### config.mk
export PLATFORM = sky130hd
export DESIGN_NAME = uart_framed
export DESIGN_NICKNAME = d
export VERILOG_FILES = /design/src/rtl/uart_framed.sv
export SDC_FILE = /design/constraint.sdc
export NUM_CORES = 1
export LEC_CHECK = 0
export CAP_MARGIN = 20
export CORE_UTILIZATION = 30
export CTS_CLUSTER_DIAMETER = 60
export DETAILED_ROUTE_END_ITERATION = 7
export SYNTH_ARGS = -nofsm -noshare
export SYNTH_HDL_FRONTEND = slang
export SYNTH_SLANG_ARGS = --single-unit
### constraint.sdc
create_clock -name clk -period 2.4 [get_ports clk]
set_clock_uncertainty 0.15 [all_clocks]
set_input_delay 0.48 -clock clk [delete_from_list [all_inputs] [get_ports clk]]
set_output_delay 0.48 -clock clk [all_outputs]
set_load 0.005 [all_outputs]
### src/rtl/uart_framed.sv
// uart_framed: packet-oriented UART. The TX side serialises a W_OUT-bit packet
// as NUM_WORDS back-to-back UART frames. The RX side reassembles the same number
// of frames into one packet and reports overrun, parity and framing errors.
module uart_framed #(
    parameter int CLOCKS_PER_PULSE = 16,
    parameter int BITS_PER_WORD    = 8,
    parameter int W_OUT            = 16,
    parameter int PARITY           = 0,
    parameter int STOP_BITS        = 1
) (
    input  logic             clk,
    input  logic             rst,
    input  logic             s_valid,
    output logic             s_ready,
    input  logic [W_OUT-1:0] s_data,
    output logic             tx,
    input  logic             rx,
    output logic             m_valid,
    input  logic             m_ready,
    output logic [W_OUT-1:0] m_data,
    output logic [2:0]       m_error
);
    localparam int NUM_WORDS = W_OUT / BITS_PER_WORD;
    localparam int CNT_W     = $clog2(CLOCKS_PER_PULSE);
    localparam int BIT_W     = $clog2(BITS_PER_WORD + 1);
    localparam int WORD_W    = (NUM_WORDS > 1) ? $clog2(NUM_WORDS) : 1;

    localparam logic [CNT_W-1:0]  CNT_LAST   = CNT_W'(CLOCKS_PER_PULSE - 1);
    localparam logic [CNT_W-1:0]  HALF_LAST  = CNT_W'(CLOCKS_PER_PULSE / 2 - 1);
    localparam logic [CNT_W-1:0]  CNT_ONE    = CNT_W'(1);
    localparam logic [BIT_W-1:0]  DATA_LAST  = BIT_W'(BITS_PER_WORD - 1);
    localparam logic [BIT_W-1:0]  STOP_LAST  = BIT_W'(STOP_BITS - 1);
    localparam logic [BIT_W-1:0]  BIT_ONE    = BIT_W'(1);
    localparam logic [WORD_W-1:0] WORD_LAST  = WORD_W'(NUM_WORDS - 1);
    localparam logic [WORD_W-1:0] WORD_ONE   = WORD_W'(1);
    localparam logic              HAS_PARITY = (PARITY != 0);
    localparam logic              ODD_PARITY = (PARITY == 1);

    typedef enum logic [2:0] {
        ST_IDLE,
        ST_START,
        ST_DATA,
        ST_PARITY,
        ST_STOP
    } state_t;

    // ------------------------------------------------------------------
    // Transmitter
    // ------------------------------------------------------------------
    state_t             tx_state, tx_state_d;
    logic [CNT_W-1:0]   tx_cnt, tx_cnt_d;
    logic [BIT_W-1:0]   tx_bit, tx_bit_d;
    logic [WORD_W-1:0]  tx_word, tx_word_d;
    logic [W_OUT-1:0]   tx_buf, tx_buf_d;
    logic               tx_par, tx_par_d;
    logic               tx_d;
    logic               s_ready_d;

    // TX state, counters, packet shift register and registered line/ready outputs.
    always_ff @(posedge clk) begin
        if (rst) begin
            tx_state <= ST_IDLE;
            tx_cnt   <= '0;
            tx_bit   <= '0;
            tx_word  <= '0;
            tx_buf   <= '0;
            tx_par   <= 1'b0;
            tx       <= 1'b1;
            s_ready  <= 1'b0;
        end else begin
            // NOTE: state is updated with non-blocking assignments so every
            // register samples the values from before this edge.
            tx_state <= tx_state_d;
            tx_cnt   <= tx_cnt_d;
            tx_bit   <= tx_bit_d;
            tx_word  <= tx_word_d;
            tx_buf   <= tx_buf_d;
            tx_par   <= tx_par_d;
            tx       <= tx_d;
            s_ready  <= s_ready_d;
        end
    end

    // TX next state: the packet is shifted right one bit per data bit, so word 0
    // goes first and each word LSB first; tx is decoded from the next state.
    always_comb begin
        // NOTE: every output of this block gets a default first so no path
        // through the case statement can infer a latch.
        tx_state_d = tx_state;
        tx_cnt_d   = tx_cnt;
        tx_bit_d   = tx_bit;
        tx_word_d  = tx_word;
        tx_buf_d   = tx_buf;
        tx_par_d   = tx_par;

        case (tx_state)
            ST_IDLE: begin
                if (s_valid && s_ready) begin
                    tx_state_d = ST_START;
                    tx_buf_d   = s_data;
                    tx_cnt_d   = '0;
                    tx_bit_d   = '0;
                    tx_word_d  = '0;
                end
            end
            ST_START: begin
                if (tx_cnt == CNT_LAST) begin
                    tx_cnt_d   = '0;
                    tx_bit_d   = '0;
                    tx_par_d   = 1'b0;
                    tx_state_d = ST_DATA;
                end else begin
                    tx_cnt_d = tx_cnt + CNT_ONE;
                end
            end
            ST_DATA: begin
                if (tx_cnt == CNT_LAST) begin
                    tx_cnt_d = '0;
                    tx_par_d = tx_par ^ tx_buf[0];
                    tx_buf_d = {1'b0, tx_buf[W_OUT-1:1]};
                    if (tx_bit == DATA_LAST) begin
                        tx_bit_d   = '0;
                        tx_state_d = HAS_PARITY ? ST_PARITY : ST_STOP;
                    end else begin
                        tx_bit_d = tx_bit + BIT_ONE;
                    end
                end else begin
                    tx_cnt_d = tx_cnt + CNT_ONE;
                end
            end
            ST_PARITY: begin
                if (tx_cnt == CNT_LAST) begin
                    tx_cnt_d   = '0;
                    tx_bit_d   = '0;
                    tx_state_d = ST_STOP;
                end else begin
                    tx_cnt_d = tx_cnt + CNT_ONE;
                end
            end
            ST_STOP: begin
                if (tx_cnt == CNT_LAST) begin
                    tx_cnt_d = '0;
                    if (tx_bit == STOP_LAST) begin
                        tx_bit_d = '0;
                        if (tx_word == WORD_LAST) begin
                            tx_word_d  = '0;
                            tx_state_d = ST_IDLE;
                        end else begin
                            tx_word_d  = tx_word + WORD_ONE;
                            tx_state_d = ST_START;
                        end
                    end else begin
                        tx_bit_d = tx_bit + BIT_ONE;
                    end
                end else begin
                    tx_cnt_d = tx_cnt + CNT_ONE;
                end
            end
            default: tx_state_d = ST_IDLE;
        endcase

        case (tx_state_d)
            ST_START:  tx_d = 1'b0;
            ST_DATA:   tx_d = tx_buf_d[0];
            ST_PARITY: tx_d = tx_par_d ^ ODD_PARITY;
            default:   tx_d = 1'b1;
        endcase

        s_ready_d = (tx_state_d == ST_IDLE);
    end

    // ------------------------------------------------------------------
    // Receiver
    // ------------------------------------------------------------------
    logic               rx_meta, rx_sync, rx_prev;
    state_t             rx_state, rx_state_d;
    logic [CNT_W-1:0]   rx_cnt, rx_cnt_d;
    logic [BIT_W-1:0]   rx_bit, rx_bit_d;
    logic [WORD_W-1:0]  rx_word, rx_word_d;
    logic [W_OUT-1:0]   rx_pkt, rx_pkt_d;
    logic               rx_par, rx_par_d;
    logic               rx_perr, rx_perr_d;
    logic               rx_ferr, rx_ferr_d;
    logic               m_valid_d;
    logic [W_OUT-1:0]   m_data_d;
    logic [2:0]         m_error_d;

    // Two-flop synchroniser plus one delayed copy for falling-edge detection;
    // all reset high so leaving reset never looks like a start edge.
    always_ff @(posedge clk) begin
        if (rst) begin
            rx_meta <= 1'b1;
            rx_sync <= 1'b1;
            rx_prev <= 1'b1;
        end else begin
            rx_meta <= rx;
            rx_sync <= rx_meta;
            rx_prev <= rx_sync;
        end
    end

    // RX state, counters, assembly register, sticky errors and output packet.
    always_ff @(posedge clk) begin
        if (rst) begin
            rx_state <= ST_IDLE;
            rx_cnt   <= '0;
            rx_bit   <= '0;
            rx_word  <= '0;
            rx_pkt   <= '0;
            rx_par   <= 1'b0;
            rx_perr  <= 1'b0;
            rx_ferr  <= 1'b0;
            m_valid  <= 1'b0;
            m_data   <= '0;
            m_error  <= '0;
        end else begin
            rx_state <= rx_state_d;
            rx_cnt   <= rx_cnt_d;
            rx_bit   <= rx_bit_d;
            rx_word  <= rx_word_d;
            rx_pkt   <= rx_pkt_d;
            rx_par   <= rx_par_d;
            rx_perr  <= rx_perr_d;
            rx_ferr  <= rx_ferr_d;
            m_valid  <= m_valid_d;
            m_data   <= m_data_d;
            m_error  <= m_error_d;
        end
    end

    // RX next state: half-bit check of the start bit, then one mid-bit sample per
    // bit; data bits shift in from the top so word 0 ends up in the low bits.
    always_comb begin
        rx_state_d = rx_state;
        rx_cnt_d   = rx_cnt;
        rx_bit_d   = rx_bit;
        rx_word_d  = rx_word;
        rx_pkt_d   = rx_pkt;
        rx_par_d   = rx_par;
        rx_perr_d  = rx_perr;
        rx_ferr_d  = rx_ferr;
        m_valid_d  = m_valid && !m_ready;
        m_data_d   = m_data;
        m_error_d  = m_error;

        case (rx_state)
            ST_IDLE: begin
                if (rx_prev && !rx_sync) begin
                    rx_state_d = ST_START;
                    rx_cnt_d   = '0;
                end
            end
            ST_START: begin
                if (rx_cnt == HALF_LAST) begin
                    rx_cnt_d = '0;
                    if (rx_sync) begin
                        rx_state_d = ST_IDLE;
                    end else begin
                        rx_state_d = ST_DATA;
                        rx_bit_d   = '0;
                        rx_par_d   = 1'b0;
                    end
                end else begin
                    rx_cnt_d = rx_cnt + CNT_ONE;
                end
            end
            ST_DATA: begin
                if (rx_cnt == CNT_LAST) begin
                    rx_cnt_d = '0;
                    rx_pkt_d = {rx_sync, rx_pkt[W_OUT-1:1]};
                    rx_par_d = rx_par ^ rx_sync;
                    if (rx_bit == DATA_LAST) begin
                        rx_bit_d   = '0;
                        rx_state_d = HAS_PARITY ? ST_PARITY : ST_STOP;
                    end else begin
                        rx_bit_d = rx_bit + BIT_ONE;
                    end
                end else begin
                    rx_cnt_d = rx_cnt + CNT_ONE;
                end
            end
            ST_PARITY: begin
                if (rx_cnt == CNT_LAST) begin
                    rx_cnt_d   = '0;
                    rx_bit_d   = '0;
                    rx_state_d = ST_STOP;
                    if ((rx_par ^ rx_sync) != ODD_PARITY) begin
                        rx_perr_d = 1'b1;
                    end
                end else begin
                    rx_cnt_d = rx_cnt + CNT_ONE;
                end
            end
            ST_STOP: begin
                if (rx_cnt == CNT_LAST) begin
                    rx_cnt_d  = '0;
                    rx_ferr_d = rx_ferr | ~rx_sync;
                    if (rx_bit == STOP_LAST) begin
                        rx_bit_d   = '0;
                        rx_state_d = ST_IDLE;
                        if (rx_word == WORD_LAST) begin
                            rx_word_d = '0;
                            m_valid_d = 1'b1;
                            m_data_d  = rx_pkt;
                            m_error_d = {m_valid && !m_ready, rx_perr, rx_ferr | ~rx_sync};
                            rx_perr_d = 1'b0;
                            rx_ferr_d = 1'b0;
                        end else begin
                            rx_word_d = rx_word + WORD_ONE;
                        end
                    end else begin
                        rx_bit_d = rx_bit + BIT_ONE;
                    end
                end else begin
                    rx_cnt_d = rx_cnt + CNT_ONE;
                end
            end
            default: rx_state_d = ST_IDLE;
        endcase
    end

endmodule

=== Yosys cells after proc, flatten, opt, wreduce, memory -nomap -nowiden ===
Cells that the tools add are included.

* Reduce and logical (&&, ||, !) cells: 34
* Add/sub/neg operators: 6
* Bitwise operators: 4
* Equality and inequality tests: 31
* Muxes and demuxes: 68

{| class="wikitable"
|+ Operators with widths
! cell !! number
|-
| $mux W4 || 17
|-
| $mux W3 || 14
|-
| $mux W16 || 2
|-
| $pmux W16 S2 || 1
|-
| $pmux W4 S4 || 2
|-
| $pmux W3 S5 || 2
|-
| $ne A2 B2 Y1 const B || 14
|-
| $mux W1 || 22
|-
| $eq A3 B2 Y1 const B || 6
|-
| $add A4 B1 Y4 const B || 4
|-
| $eq A4 B3 Y1 const B || 3
|-
| $pmux W4 S3 || 1
|-
| $reduce_and A4 Y1 || 3
|-
| $reduce_and A6 Y1 || 2
|-
| $reduce_bool A2 Y1 || 5
|-
| $eq A3 B1 Y1 const B || 3
|-
| $logic_not A3 Y1 || 3
|-
| $eq A4 B4 Y1 const B || 2
|-
| $logic_not A4 Y1 || 2
|-
| $pmux W1 S2 || 4
|-
| $pmux W4 S2 || 1
|-
| $reduce_and A2 Y1 || 4
|-
| $reduce_bool A4 Y1 || 2
|-
| $reduce_and A7 Y1 || 1
|-
| other kinds (16) || 23
|}

* Bits of input ports: 21
* Word-level logic and storage cells: 166
* Output and inout port bits: 22
* Register bits after elaboration: 85

=== Logic depth before layout (Yosys ltp) ===
* Word-level depth: 6
* Depth in mapped cells: 8
* Gate-level depth less buffers: 7

=== Worst setup path before layout ===
No wires, ideal clock.

* Kind: reg-to-reg
* From: register rx_cnt[3]
* To: register rx_bit[2]
* Clock period less this slack: 2059 ps
* Arrival: 1838 ps
* Stages on the path, launching flop included: 7
* Path slack: 341 ps
* Library setup time: 71 ps
* Data required time: 2179 ps
* Buffers on the path: 1
* Path through: dfxtp_1 > buf_6 > or4b_4 > a21oi_4 > o211ai_4 > or4_1 > a21oi_1

* Cells in the longest elaborated chain, start to end: 3
* Elaborated cells between the ends (all ways): 7
* Classes of those cells: 6 x eq/ne; 1 x reduce/logical

{| class="wikitable"
|+ Ends and longest elaborated chain
! item !! RTL line !! text
|-
| from (decl) || 177 || <nowiki>logic [CNT_W-1:0] rx_cnt, rx_cnt_d;</nowiki>
|-
| from (signal assigned) || 218 || <nowiki>rx_cnt <= rx_cnt_d;</nowiki>
|-
| $eq A4 B4 Y1 / $eq A4 B3 Y1 (equally long branches) || -- ||
|-
| $ne A2 B2 Y1 (no line) || -- ||
|-
| $reduce_and A6 Y1 (no line) (*) || -- ||
|-
| to (signal assigned) || 219 || <nowiki>rx_bit <= rx_bit_d;</nowiki>
|-
| to (decl) || 178 || <nowiki>logic [BIT_W-1:0] rx_bit, rx_bit_d;</nowiki>
|}

Every way passes the cells marked *; elsewhere a longest branch is shown, timed or not.
A chain may end at the register's enable or synchronous reset.

=== Worst setup path in the final report ===
Same ends and word-level chain as after synthesis.

==> impl_metrics.csv <==
group,metric,value,unit
status,status,"finished with violations",
status,violations,"DRC",
drt,vias,3149,
job,maxCapViolations,0,
layout,drive_gt1_share,8.14,%
layout,layout_commonest_cell,"dfxtp_1",
setup_path,max_stage_delay,570,ps
sta,finalSetupViolCount,0,
grt,grt-ovfl-total,0,
setup_path,cp_data_arrival_time,2260,ps
sta,grt_setup_unrepaired,"no",
setup_path,worstReg2RegStart,"rx_cnt[3]",
layout,diodes,0,
min_path,hold_depth,1,
synthesis,avgSynthCellArea,8.27,um2
synthesis,synthXorXnorAreaFrac,1.46,%
setup_path,cp-start-kind,"flop",
grt,grt_pass1_vias,2944,
grt,grt_max_degree,39,
placement,dp.cells,606,
floorplanning,row_count,39,
grt,grt_pass1_wl,13400,um
synthesis,synthFlopType,"dfxtp_1",
sta,setup_tns,0,ps
sta,min_period,2140,ps
placement,place.gp.congestion,0.799,
synthesis,synth.area.top_cells,"dfxtp_1 47%, nand2_1 8.3%, a21oi_1 7.8%",
synthesis,synth_top_area_cell,"dfxtp_1",
floorplanning,initial_utilization,31.1,%
layout,nets,501,
clock_network,clock_sinks,85,
drt,ant_nets,0,
floorplanning,ios,43,
setup_path,worstPathRequired,2520,ps
layout,n_fill_cell,1202,
layout,final_cell_mix,"85 x dfxtp_1, 80 x nand2_1, 56 x a21oi_1",
synthesis,synth_warnings,0,
drt,first_pass_iters,8,
synthesis,synth_top_area_share,47.3,%
setup_path,crit_start,"rx_cnt[3]",
drt,route.detailed.drc,3,
sta,fin_crit_sh,89.2,%
synthesis,synth-async-reset-ratio,0,%
floorplanning,die_area,12400,um2
clock_network,cts_root_buffer,"clkbuf_16",
floorplanning,chipHeight,112,um
synthesis,synth_top_family_by_area,"simple AND/OR/NAND/NOR gates",
clock_network,clockBufferDepth,2,
synthesis,synth_cell_types,49,
min_path,hold_path_class,"reg -> reg",
synthesis,synth-simple-area-share,24.6,%
grt,busiest_layer,"met2",
layout,multi_input_area,1730,um2
min_path,worstHoldStart,"rx_meta",
placement,hpwlAfterDp,5380,um
power,vdd_drop_max,0.000402,V
setup_path,worstRegToRegCells,5,
power,p_per_area,650,nW/um2
sta,final_max_slew_viol_count,0,
grt,gr-usage-met1,16.3,%
synthesis,synth_compound_area_share,19.4,%
clock_network,cts_hold_repair.buffers,0,
grt,antenna_found_initial,0,
setup_path,slowest_stage,"or4b_4",
setup_path,crit_fanout,10,
grt,grt_usage,13.0,%
grt,gr-usage-met3,3.76,%
clock_network,cts.clk_slew.worst_paths,60,ps
clock_network,numCtsBuffers,9,
floorplanning,die_x,112,um
drt,drtIter0Drc,188,
setup_path,ff2ff_setup_slack,260,ps
clock_network,cts_tree,"done",
grt,use_met2,21.5,%
synthesis,synth.area.mux_share,0.557,%
sta,hold_viol,0,
clock_network,ctsResizeCount,0,
synthesis,synthAdderAreaFrac,2.09,%
clock_network,clkLatencyLatePin,330,ps
setup_path,r2r-end,"rx_bit[2]",
synthesis,ys_ff_latch,85,
clock_network,post-cts-setup-buffers,0,
synthesis,syn-num-nets,462,
sta,max_freq,467,MHz
power,power_leakage,1.54,nW
layout,stdcell_count,622,
setup_path,worst_setup_path_end_kind,"flop",
sta,worst_pin_slew,583,ps
synthesis,syn_inst,435,
sta,slew_headroom,60.6,%
layout,register_area,1700,um2
layout,area_growth_syn_to_layout,24.6,%
floorplanning,core_area,11600,um2
sta,fin_hold_ws,262,ps
layout,fin_util,38.8,%
synthesis,syn-cell-area,3600,um2
min_path,holdPathEnd,"rx_sync",
clock_network,htree_levels,3,
drt,post_drt_wl_per_cell,12.4,um
synthesis,ys_seq_area_share,47.3,%
synthesis,synth_edf_count,0,
setup_path,crit_chain,"or4b_4 -> a21oi_4 -> o211ai_4 -> or4_1 -> a21oi_1",
drt,vias_per_cell,5.06,
setup_path,worstSetupPathType,"reg -> reg",
placement,port_buffers,42,
drt,wirelength,7710,um
## critical path, delay by kind of cell (launching register included)
kind | cells | cell delay [ps]
compound gates | 3 | 450
flops | 1 | 400
simple gates | 2 | 1080
## routing by layer
layer	vias to the layer above	share of wire, %
li1	1610	-
met1	1463	47
met2	71	48
met3	5	5.1
met4	0	0.56
met5	-	0
## Yosys cell counts (all sizes together) (5+ instances only)
library cell and count:
a21oi 57, a222oi 15, buf 7, clkbuf 23
dfxtp 85, ha 6, inv 10, nand2 80
nand2b 5, nand3 8, nor2 42, nor2b 6
nor3 12, nor3b 6, o21ai 13
## area by class of cell
type | instances | area share, %
Inverter | 10 | 0.838
Multi-Input combinational cell | 310 | 38.6
Tap cell | 143 | 3.99
Sequential cell | 85 | 38.0
Timing Repair Buffer | 58 | 12.2
Clock inverter | 7 | 1.31
Clock buffer | 9 | 5.03
## worst max path at each step
stage          slack (ps)  cells past startpoint        end
2_1_floorplan         340                      6  rx_bit[2]
3_3_place_gp          180                      7  tx_bit[3]
3_5_place_dp          100                      7  tx_bit[3]
4_1_cts               250                      5  rx_bit[2]
5_1_grt                50                      6  tx_bit[0]
6_report              260                      5  rx_bit[2]
## where the power goes
part           switching (W)  leakage, nW  internal, W
logic              0.0000843        0.716    0.0000861
registers          0.0000193        0.687      0.00144
clock network       0.000577        0.133     0.000713
## cells by family (layout without fill, tap and decap cells)
logic type | Yosys count | count (layout)
simple gates | 189 | 189
buf+inv | 40 | 84
flops | 85 | 85
compound gates | 107 | 107
mux | 2 | 2
fa+ha+maj | 6 | 6
xor+xnor | 6 | 6
## stage by stage
| step | setup slack (ps) | total power (W) | area [um2] |
|---|---|---|---|
| after CTS | 250 | 0.00296 | 4480 |
| final | 259 | 0.00291 | 4480 |
| after floorplan | 341 | 0.00158 | 3600 |
| after detailed placement | 102 | 0.00166 | 4200 |
| after global placement | 178 | 0.00165 | 4200 |
| after global routing | 54.5 | 0.00304 | 4480 |
## sequential cells by signal, summed over array words and instances, names as in the netlist
name      flops
rx_ferr       1
m_data       16
tx_word       1
tx_par        1
rx_par        1
tx_buf       16
rx_cnt        4
rx_meta       1
m_error       3
rx_prev       1
tx_cnt        4
rx_state      3
rx_pkt       16
tx_bit        4
rx_sync       1
s_ready       1
m_valid       1
tx_state      3
rx_perr       1
rx_bit        4
tx            1
rx_word       1
Note: power is estimated with default switching activity, not from simulation.
